### src/rtl/host_byte_adapter.sv
// ---------------------------------------------------------------------------
// host_byte_adapter
//
// Bridges the 8-bit host byte link and the item-wide host interface arbiter.
//   RX: bytes are packed LSB-first into ITEM_w items, buffered in a small
//       FIFO and offered on item_data_o / item_valid_o / item_avail_i.
//       A partial item that sees no byte for RX_TIMEOUT cycles is discarded
//       (rx_drop_o pulses) so the link resynchronises after a host abort.
//   TX: one item at a time is taken from item_data_i / item_valid_i /
//       item_avail_o and serialised LSB-first onto tx_byte_o.
// A word moves on a rising edge where valid and avail are both high.
//
// Ports
//   clk, reset                       clock, synchronous active-high reset
//   rx_byte_i/_valid_i/_avail_o      byte stream from the host link
//   item_data_o/_valid_o, item_avail_i   assembled items toward the arbiter
//   item_data_i/_valid_i, item_avail_o   items from the arbiter
//   tx_byte_o/_valid_o, tx_byte_avail_i  byte stream toward the host link
//   rx_drop_o                        one-cycle pulse: partial item timed out
// ---------------------------------------------------------------------------
module host_byte_adapter #(
  parameter int ITEM_w     = 32,
  parameter int FIFO_DEPTH = 4,
  parameter int RX_TIMEOUT = 1024
) (
  input  logic              clk,
  input  logic              reset,
  input  logic [7:0]        rx_byte_i,
  input  logic              rx_byte_valid_i,
  output logic              rx_byte_avail_o,
  output logic [ITEM_w-1:0] item_data_o,
  output logic              item_valid_o,
  input  logic              item_avail_i,
  input  logic [ITEM_w-1:0] item_data_i,
  input  logic              item_valid_i,
  output logic              item_avail_o,
  output logic [7:0]        tx_byte_o,
  output logic              tx_byte_valid_o,
  input  logic              tx_byte_avail_i,
  output logic              rx_drop_o
);

  localparam int BYTES = ITEM_w / 8;
  localparam int CNT_W = (BYTES > 1) ? $clog2(BYTES) : 1;
  localparam int PTR_W = $clog2(FIFO_DEPTH);
  localparam int LVL_W = PTR_W + 1;
  localparam int TO_W  = (RX_TIMEOUT > 1) ? $clog2(RX_TIMEOUT) : 1;

  localparam logic [CNT_W-1:0] CNT_LAST  = CNT_W'(BYTES - 1);
  localparam logic [LVL_W-1:0] LVL_FULL  = LVL_W'(FIFO_DEPTH);
  // idle_cnt is compared against RX_TIMEOUT-1 so the discard lands on the
  // RX_TIMEOUT-th idle edge after the last accepted byte.
  localparam logic [TO_W-1:0]  IDLE_LAST = TO_W'((RX_TIMEOUT > 0) ? RX_TIMEOUT - 1 : 0);

  // -------------------------------------------------------------------------
  // RX packing and timeout
  // -------------------------------------------------------------------------
  logic [CNT_W-1:0]    cnt;
  logic [TO_W-1:0]     idle_cnt;
  logic [ITEM_w-9:0]   shreg;      // lanes 0..BYTES-2; the last lane comes straight from rx_byte_i
  logic                rx_take;
  logic                push;
  logic                pop;
  logic                fifo_empty;
  logic                fifo_full;
  logic [ITEM_w-1:0]   push_data;

  // fifo_full comes from the level register, so accepting a byte never
  // depends combinationally on item_avail_i.
  assign rx_byte_avail_o = !reset && !((cnt == CNT_LAST) && fifo_full);
  assign rx_take         = rx_byte_valid_i && rx_byte_avail_o;
  assign push            = rx_take && (cnt == CNT_LAST);
  assign push_data       = {rx_byte_i, shreg};

  // NOTE: sequential state uses non-blocking assignments so every flop in
  // this block samples values from before the edge, regardless of order.
  always_ff @(posedge clk) begin
    if (reset) begin
      cnt       <= '0;
      idle_cnt  <= '0;
      rx_drop_o <= 1'b0;
    end else begin
      rx_drop_o <= 1'b0;
      if (rx_take) begin
        // A byte on the discard edge wins: the timer simply restarts.
        idle_cnt <= '0;
        cnt      <= (cnt == CNT_LAST) ? '0 : cnt + 1'b1;
      end else if (cnt == '0) begin
        idle_cnt <= '0;
      end else if ((RX_TIMEOUT != 0) && (idle_cnt == IDLE_LAST)) begin
        cnt       <= '0;
        idle_cnt  <= '0;
        rx_drop_o <= 1'b1;
      end else begin
        idle_cnt <= idle_cnt + 1'b1;
      end
    end
  end

  // NOTE: pure datapath storage (shift lanes, FIFO array, TX hold) is left
  // unreset; the control state that qualifies it is reset instead.
  always_ff @(posedge clk) begin
    if (rx_take) begin
      for (int k = 0; k < BYTES - 1; k++) begin
        if (cnt == CNT_W'(k)) shreg[8*k +: 8] <= rx_byte_i;
      end
    end
  end

  // -------------------------------------------------------------------------
  // RX item FIFO
  // -------------------------------------------------------------------------
  logic [ITEM_w-1:0] mem [FIFO_DEPTH];
  logic [PTR_W-1:0]  wr_ptr;
  logic [PTR_W-1:0]  rd_ptr;
  logic [LVL_W-1:0]  level;

  assign fifo_empty   = (level == '0);
  assign fifo_full    = (level == LVL_FULL);
  assign item_valid_o = !fifo_empty;
  assign item_data_o  = fifo_empty ? '0 : mem[rd_ptr];
  assign pop          = item_valid_o && item_avail_i;

  always_ff @(posedge clk) begin
    if (push) mem[wr_ptr] <= push_data;
  end

  // Pointers wrap naturally because FIFO_DEPTH is a power of two.
  always_ff @(posedge clk) begin
    if (reset) begin
      wr_ptr <= '0;
      rd_ptr <= '0;
      level  <= '0;
    end else begin
      if (push) wr_ptr <= wr_ptr + 1'b1;
      if (pop)  rd_ptr <= rd_ptr + 1'b1;
      case ({push, pop})
        2'b10:   level <= level + 1'b1;
        2'b01:   level <= level - 1'b1;
        default: level <= level;
      endcase
    end
  end

  // -------------------------------------------------------------------------
  // TX serialiser
  // -------------------------------------------------------------------------
  typedef enum logic {
    TX_IDLE,
    TX_SEND
  } tx_state_e;

  tx_state_e         tx_state;
  tx_state_e         tx_state_n;
  logic [CNT_W-1:0]  idx;
  logic [ITEM_w-1:0] hold;
  logic              item_take;
  logic              byte_take;

  assign item_take = item_valid_i && item_avail_o;
  assign byte_take = tx_byte_valid_o && tx_byte_avail_i;

  always_ff @(posedge clk) begin
    if (reset) begin
      tx_state <= TX_IDLE;
      idx      <= '0;
    end else begin
      tx_state <= tx_state_n;
      if (item_take) idx <= '0;
      else if (byte_take) idx <= idx + 1'b1;
    end
  end

  always_ff @(posedge clk) begin
    if (item_take) hold <= item_data_i;
  end

  // NOTE: every output of this block gets a default first, so no path
  // through the case statement can leave a signal unassigned (no latches).
  always_comb begin
    tx_state_n      = tx_state;
    item_avail_o    = 1'b0;
    tx_byte_valid_o = 1'b0;
    tx_byte_o       = '0;
    case (tx_state)
      TX_IDLE: begin
        item_avail_o = !reset;
        if (item_valid_i && !reset) tx_state_n = TX_SEND;
      end
      TX_SEND: begin
        tx_byte_valid_o = 1'b1;
        tx_byte_o       = hold[{idx, 3'b000} +: 8];
        if (tx_byte_avail_i && (idx == CNT_LAST)) tx_state_n = TX_IDLE;
      end
      default: tx_state_n = TX_IDLE;
    endcase
  end

endmodule
### config.mk
export PLATFORM = sky130hd
export DESIGN_NAME = host_byte_adapter
export DESIGN_NICKNAME = d
export VERILOG_FILES = /design/src/rtl/host_byte_adapter.sv
export SDC_FILE = /design/constraint.sdc
export NUM_CORES = 1
export LEC_CHECK = 0
export CAP_MARGIN = 20
export CORE_UTILIZATION = 54
export CTS_CLUSTER_DIAMETER = 120
export DETAILED_ROUTE_END_ITERATION = 10
export HOLD_SLACK_MARGIN = 0.03
export PLACE_DENSITY = 0.8
export SKIP_LAST_GASP = 1
export SLEW_MARGIN = 20
export SYNTH_ARGS = -nofsm -noshare
export SYNTH_HDL_FRONTEND = slang
export SYNTH_SLANG_ARGS = --single-unit
### constraint.sdc
create_clock -name clk -period 3.3 [get_ports clk]
set_clock_uncertainty 0.05 [all_clocks]
set_input_delay 0.66 -clock clk [delete_from_list [all_inputs] [get_ports clk]]
set_output_delay 0.66 -clock clk [all_outputs]
set_load 0.005 [all_outputs]
Word-level counts from Yosys, hierarchy flattened --
Memory sizes are Yosys's and may differ from the RTL's. A register that Yosys moved wholly into a read port is not among the register bits. Cells that the tools add are included.
Word-level totals: output and inout port bits 45, memory bits (writable) 128, flip-flop bits (word level) 79, input bits 46, word-level logic and storage cells 71, memories kept 1
Memory list:
- mem | depth 4, bits a word 32, read ports 1, clocked after Yosys merged registers in 1, wr ports 1, RTL line 113 | logic [ITEM_w-1:0] mem [FIFO_DEPTH];
Operators by class: reduce and logical (&&, ||, !) cells 23, add/sub/neg operators 7, equal/unequal tests 9, shifts and indexed selects 1, bitwise gates (word level) 1, muxes and demuxes 17
Operators with widths (count):
- $mux W32 | 1
- $shiftx A32 B6 Y8 | 1
- $mux W2 | 6
- $add A10 B1 Y10 const B | 1
- $eq A10 B10 Y1 const B | 1
- $logic_and A1 B1 Y1 | 9
- $add A2 B1 Y2 const B | 4
- $eq A2 B2 Y1 const B | 4
- $mux W8 | 1
- $reduce_and A2 Y1 | 4
- $mux W1 | 7
- $pmux W3 S2 | 1
- $eq A2 B1 Y1 const B | 2
- $reduce_bool A2 Y1 | 2
- $reduce_or A4 Y1 | 1
- $add A3 B1 Y3 const B | 1
- $eq A3 B3 Y1 const B | 1
- $logic_not A1 Y1 | 3
- $logic_not A3 Y1 | 1
- $reduce_or A3 Y1 | 1
- $sub A3 B1 Y3 const B | 1
- $logic_not A2 Y1 | 1
- $ne A2 B2 Y1 const B | 1
- $pmux W1 S2 | 1
- other kinds (2) | 2

Longest topological paths before layout --
depth in word-level cells 8, gate-level depth with buffers 12

Worst setup path before layout --
Ideal clock, no wire load.
path type input to register, start point in reset, end point mem mem[0][0], enable pin, library setup time 0.392 ns, data required time 2.858 ns, setup slack 0.686 ns, arrival time 2.172 ns, cell stages on the path 5, cell sequence clkbuf_1 nor2b_1 and2_1 buf_6 and3_1
On the way: cells in the longest elaborated chain, start to end 6
Ends and longest elaborated chain:
- from (decl) | RTL line 27 | input logic reset,
- $logic_not A1 Y1 | RTL line 70 | assign rx_byte_avail_o = !reset && !((cnt == CNT_LAST) && fifo_full);
- $logic_and A1 B1 Y1 | RTL line 70
- $logic_and A1 B1 Y1 | RTL line 71 | assign rx_take = rx_byte_valid_i && rx_byte_avail_o;
- $logic_and A1 B1 Y1 | RTL line 72 | assign push = rx_take && (cnt == CNT_LAST);
- $mux W1 | RTL line 125 | if (push) mem[wr_ptr] <= push_data;
- $mux W1 (not written as such) | RTL line 125
- to (decl) | RTL line 113
Every way passes these cells.

Worst setup path after layout --
start point reg idx[0], end point out tx_byte_o[0]
On the way: cells in the longest elaborated chain, start to end 2
Ends and longest elaborated chain:
- from (decl) | RTL line 155 | logic [CNT_W-1:0] idx;
- from (signal assigned) | RTL line 170 | else if (byte_take) idx <= idx + 1'b1;
- $shiftx A32 B6 Y8 | RTL line 192 | tx_byte_o = hold[{idx, 3'b000} +: 8];
- $mux W8 | RTL line 185 | case (tx_state)
- to (decl) | RTL line 37 | output logic [7:0] tx_byte_o,
Every way passes these cells.

==> results.md <==
- The run finished with clean final reports.
- For the pin with the worst max-slew slack, the measured transition is 0.6357 ns.
- The required time of the worst setup path is 2.59 ns.
- Counting flops with a built-in enable in the synthesized netlist gives 184.
- The multiplexer fraction of the synthesized cell area is 0.1128.
- The number of nets in the layout is 578.
- For this design the ratio of total power to cell area is 537.1 mW/mm2.
- CTS saw 209 sinks.
- Once detail routing completed, the nets flagged for antenna violations numbered 0.
- The setup TNS after final layout is 0 ns.
- The pin count of the biggest net entering global routing is 34.
- Summing over every cut layer, the via total after detailed routing is 4078.
- The library cell used most frequently in the layout, excluding fill and tap cells, is sky130_fd_sc_hd__edfxtp_1.
- The clock-pin slew reported for the worst setup and hold paths after clock tree synthesis is 0.06 ns.
- STA puts the critical path data arrival time at 2.42 ns.
- The die span in x is 124.3 um.
- The average instance in the mapped netlist occupies 19.50 um2.
- The number of instances in the synthesized netlist is 414.
- The peak supply drop is 517.7 uV.
- The netlist area before placement is 0.008073 mm2.
- CTS built an H-tree with a depth of 1.
- Summing all multi-input logic gate instances after layout gives 0.001906 mm2.
- The overall overflow remaining after global route is 0.
- The cell row count is 44.
- The final critical path time including I/O delays and setup is 3.127 ns.
- The compound-gate portion of the synthesized area is 0.02511.
- For this block, the initial DRC count from the detailed router was 246.
- Routability-driven placement finished with a final weighted congestion of 0.7548.
- The type of the worst setup path is flop to output port.
- Setup violations remaining at the end of the flow were counted as 0.
- 91 I/O pins were placed.
- After detailed routing, the number of remaining DRC violations is 0.
- Across every metal layer, demand over resource in global routing totals 0.1873.
- The growth of design area from synthesis to finish is 22.07%.
- The worst hold path belongs to the class flop to flop.
- The number of hold-slack violations in the final timing report is 0.
- The xor/xnor cell area share of the yosys netlist is 0.007595.
- For this design the static power due to leakage is 3.140 nW.
- The wire-length estimate of the detail-placed layout is 8598 um.
- The quantity of I/O buffers inserted on ports is 90.
- The clock tree from TritonCTS is done.
- The final worst-path cycle share is 0.9477.
- No sink is reached through more buffers than the 3 on the longest clock path.
- The number of cells after detailed placement is 681.
- Static timing analysis puts the maximum clock frequency at 0.3197 GHz.
- The number of global-route vias before repair is 4281.
- The kind of start point of the critical path is a flop.
- The most used flip-flop cell after synthesis is sky130_fd_sc_hd__edfxtp_1.
- Fill cells in the final layout number 956.
- For this run, the number of standard cells in the final layout without fillers is 717.
- The max-slew violation count is 0.
- Power comes to 0.005293 W.
- The die covers 0.01544 mm2.
- The final wirelength is 14120 um.
- The area occupied by registers is 0.006027 mm2.
- Of the total synthesized cell area, the portion taken by AND, OR, NAND and NOR gates is 0.07037.
- The routed via count divided by cell count is 5.688.
- By area, the combinational part of the netlist is dominated by multiplexers.
- Of all flip-flops after synthesis, the portion carrying an async set or reset was 0.
- In this run the vertical extent of the chip is 124.3 um.
- The average wire per standard cell is 19.69 um.
- The total iterations of the first detailed-routing run is 5.
- The initial antenna violation count came to 0.
- The standard cell core area is 0.01453 mm2.
- The final design area excluding fillers is 0.009854 mm2.
- Of the synthesized area, sequential elements account for 0.7464.
- The first global-routing pass estimated 22670 um of wire.
- After detailed placement, the total cell area comes to 0.009236 mm2.
- Setup repair after global routing left no endpoint under its margin.
- The clock reaches the later pin of the worst-skew pair after 0.48 ns.
- The worst pin sits at a relative slew slack of 0.5756.
- The number of clock buffers added by TritonCTS is 21.
- The number of maximum-capacitance constraint violations is 0.
- The starting density of the core is 0.5554.
- Of the total synthesized cell area, the portion taken by full adders, half adders and majority gates is 0.01953.
- In this run, post-CTS repair resized a total of 0 instances.
- The worst slack on hold paths is 0.4388 ns.
- After clock tree synthesis, the flow added hold-fix buffers numbering 0.
- The type of element capturing the critical path is an output port.
- Post-CTS timing repair inserted 0 buffers for setup.
- The number of warning messages in the yosys log is 0.
- Leaving out fill and tap cells, the most frequent cells in the layout are 184 x sky130_fd_sc_hd__edfxtp_1, 90 x sky130_fd_sc_hd__clkdlybuf4s50_1, 40 x sky130_fd_sc_hd__mux4_2.
- The post-synthesis net count is 472.
- The clock root buffer is sky130_fd_sc_hd__clkbuf_16.
- The fraction of final layout cells with drive strength greater than 1 is 0.1782.
- The number of antenna diodes in the final layout is 0.
- The synthesized flop and latch total is 209.
- The largest driver fanout on the critical path is 11.
- The number of different library cells used by synthesis comes to 42.
==> worst paths after layout <==
check,startpoint,to,slack (ns),depth (start not counted)
setup / recovery,idx[0],tx_byte_o[0],0.17,3
hold / removal,idle_cnt[0],idle_cnt[0],0.44,1
setup reg to reg,cnt[1],level[2],0.48,10
hold reg to reg,idle_cnt[0],idle_cnt[0],0.44,1
==> worst max-delay path: stages (launching register included) <==
cell and delay, ns:
sky130_fd_sc_hd__dfxtp_1 0.72, sky130_fd_sc_hd__mux4_2 0.59, sky130_fd_sc_hd__and2_1 0.18, sky130_fd_sc_hd__clkdlybuf4s50_1 0.45
==> where the power goes <==
| part | switching (W) | leakage, nW | internal [W] |
|---|---|---|---|
| sequential | 0.0000259 | 1.87 | 0.00291 |
| clock | 0.000906 | 0.305 | 0.00124 |
| combinational | 0.0000891 | 0.968 | 0.000122 |
| total | 0.00102 | 3.14 | 0.00427 |
==> metal layers <==
metal,part of all wire,global-route usage,wire length (um),up-vias
li1,-,-,-,1850
met1,0.40,0.2465,5670,2053
met2,0.51,0.3230,7203,146
met3,0.061,0.03308,863,29
met4,0.027,0.05032,381,0
met5,0,0,0,-
==> area by class of cell <==
type / count / area share
Timing Repair Buffer: 102 / 0.1044
Tap cell: 184 / 0.02336
Multi-Input combinational cell: 174 / 0.1934
Inverter: 12 / 0.004571
Sequential cell: 209 / 0.6116
Clock buffer: 26 / 0.05523
Clock inverter: 10 / 0.007491
==> Yosys cell counts (all sizes together) (2+ instances only) <==
cell type,n,area (um2)
a211oi,4,50.05
a21oi,4,20.02
a311oi,3,26.28
a31o,2,17.52
and2,10,62.56
and3,7,43.79
buf,11,71.31
clkbuf,8,30.03
dfxtp,25,500.5
edfxtp,184,5525
ha,11,137.6
inv,12,45.04
mux4,40,900.9
nand2,4,15.01
nand3,6,35.03
nand4,2,18.77
nor2,9,33.78
nor2b,34,212.7
nor3,6,61.31
nor4,2,12.51
o21ai,3,15.01
o31ai,4,30.03
o41ai,2,17.52
or3,3,18.77
or4,3,22.52
xor2,6,52.55
==> metrics by stage <==
step | setup slack [ns] | utilization
3_5_place_dp | 0.4124 | 0.6355
3_3_place_gp | 0.5126 | 0.6355
2_1_floorplan | 0.6860 | -
5_1_grt | 0.02765 | 0.6780
4_1_cts | 0.1246 | 0.6780
6_report | 0.1725 | 0.6780
==> cells by family (layout without fill, tap and decap cells) <==
family / Yosys count / after routing
flops: 209 / 209
compound gates: 25 / 25
fa+ha+maj: 12 / 12
simple gates: 89 / 89
buf+inv: 31 / 150
xor+xnor: 7 / 7
mux: 41 / 41
==> registers in the layout, indices dropped and copies added (netlist names), named ones only <==
register / flops
mem: 128
cnt: 2
idle_cnt: 10
shreg: 24
level: 3
idx: 2
rd_ptr: 2
wr_ptr: 2
hold: 32
tx_state: 1
rx_drop_o: 1
No activity file was read; power rests on OpenSTA's default activity.
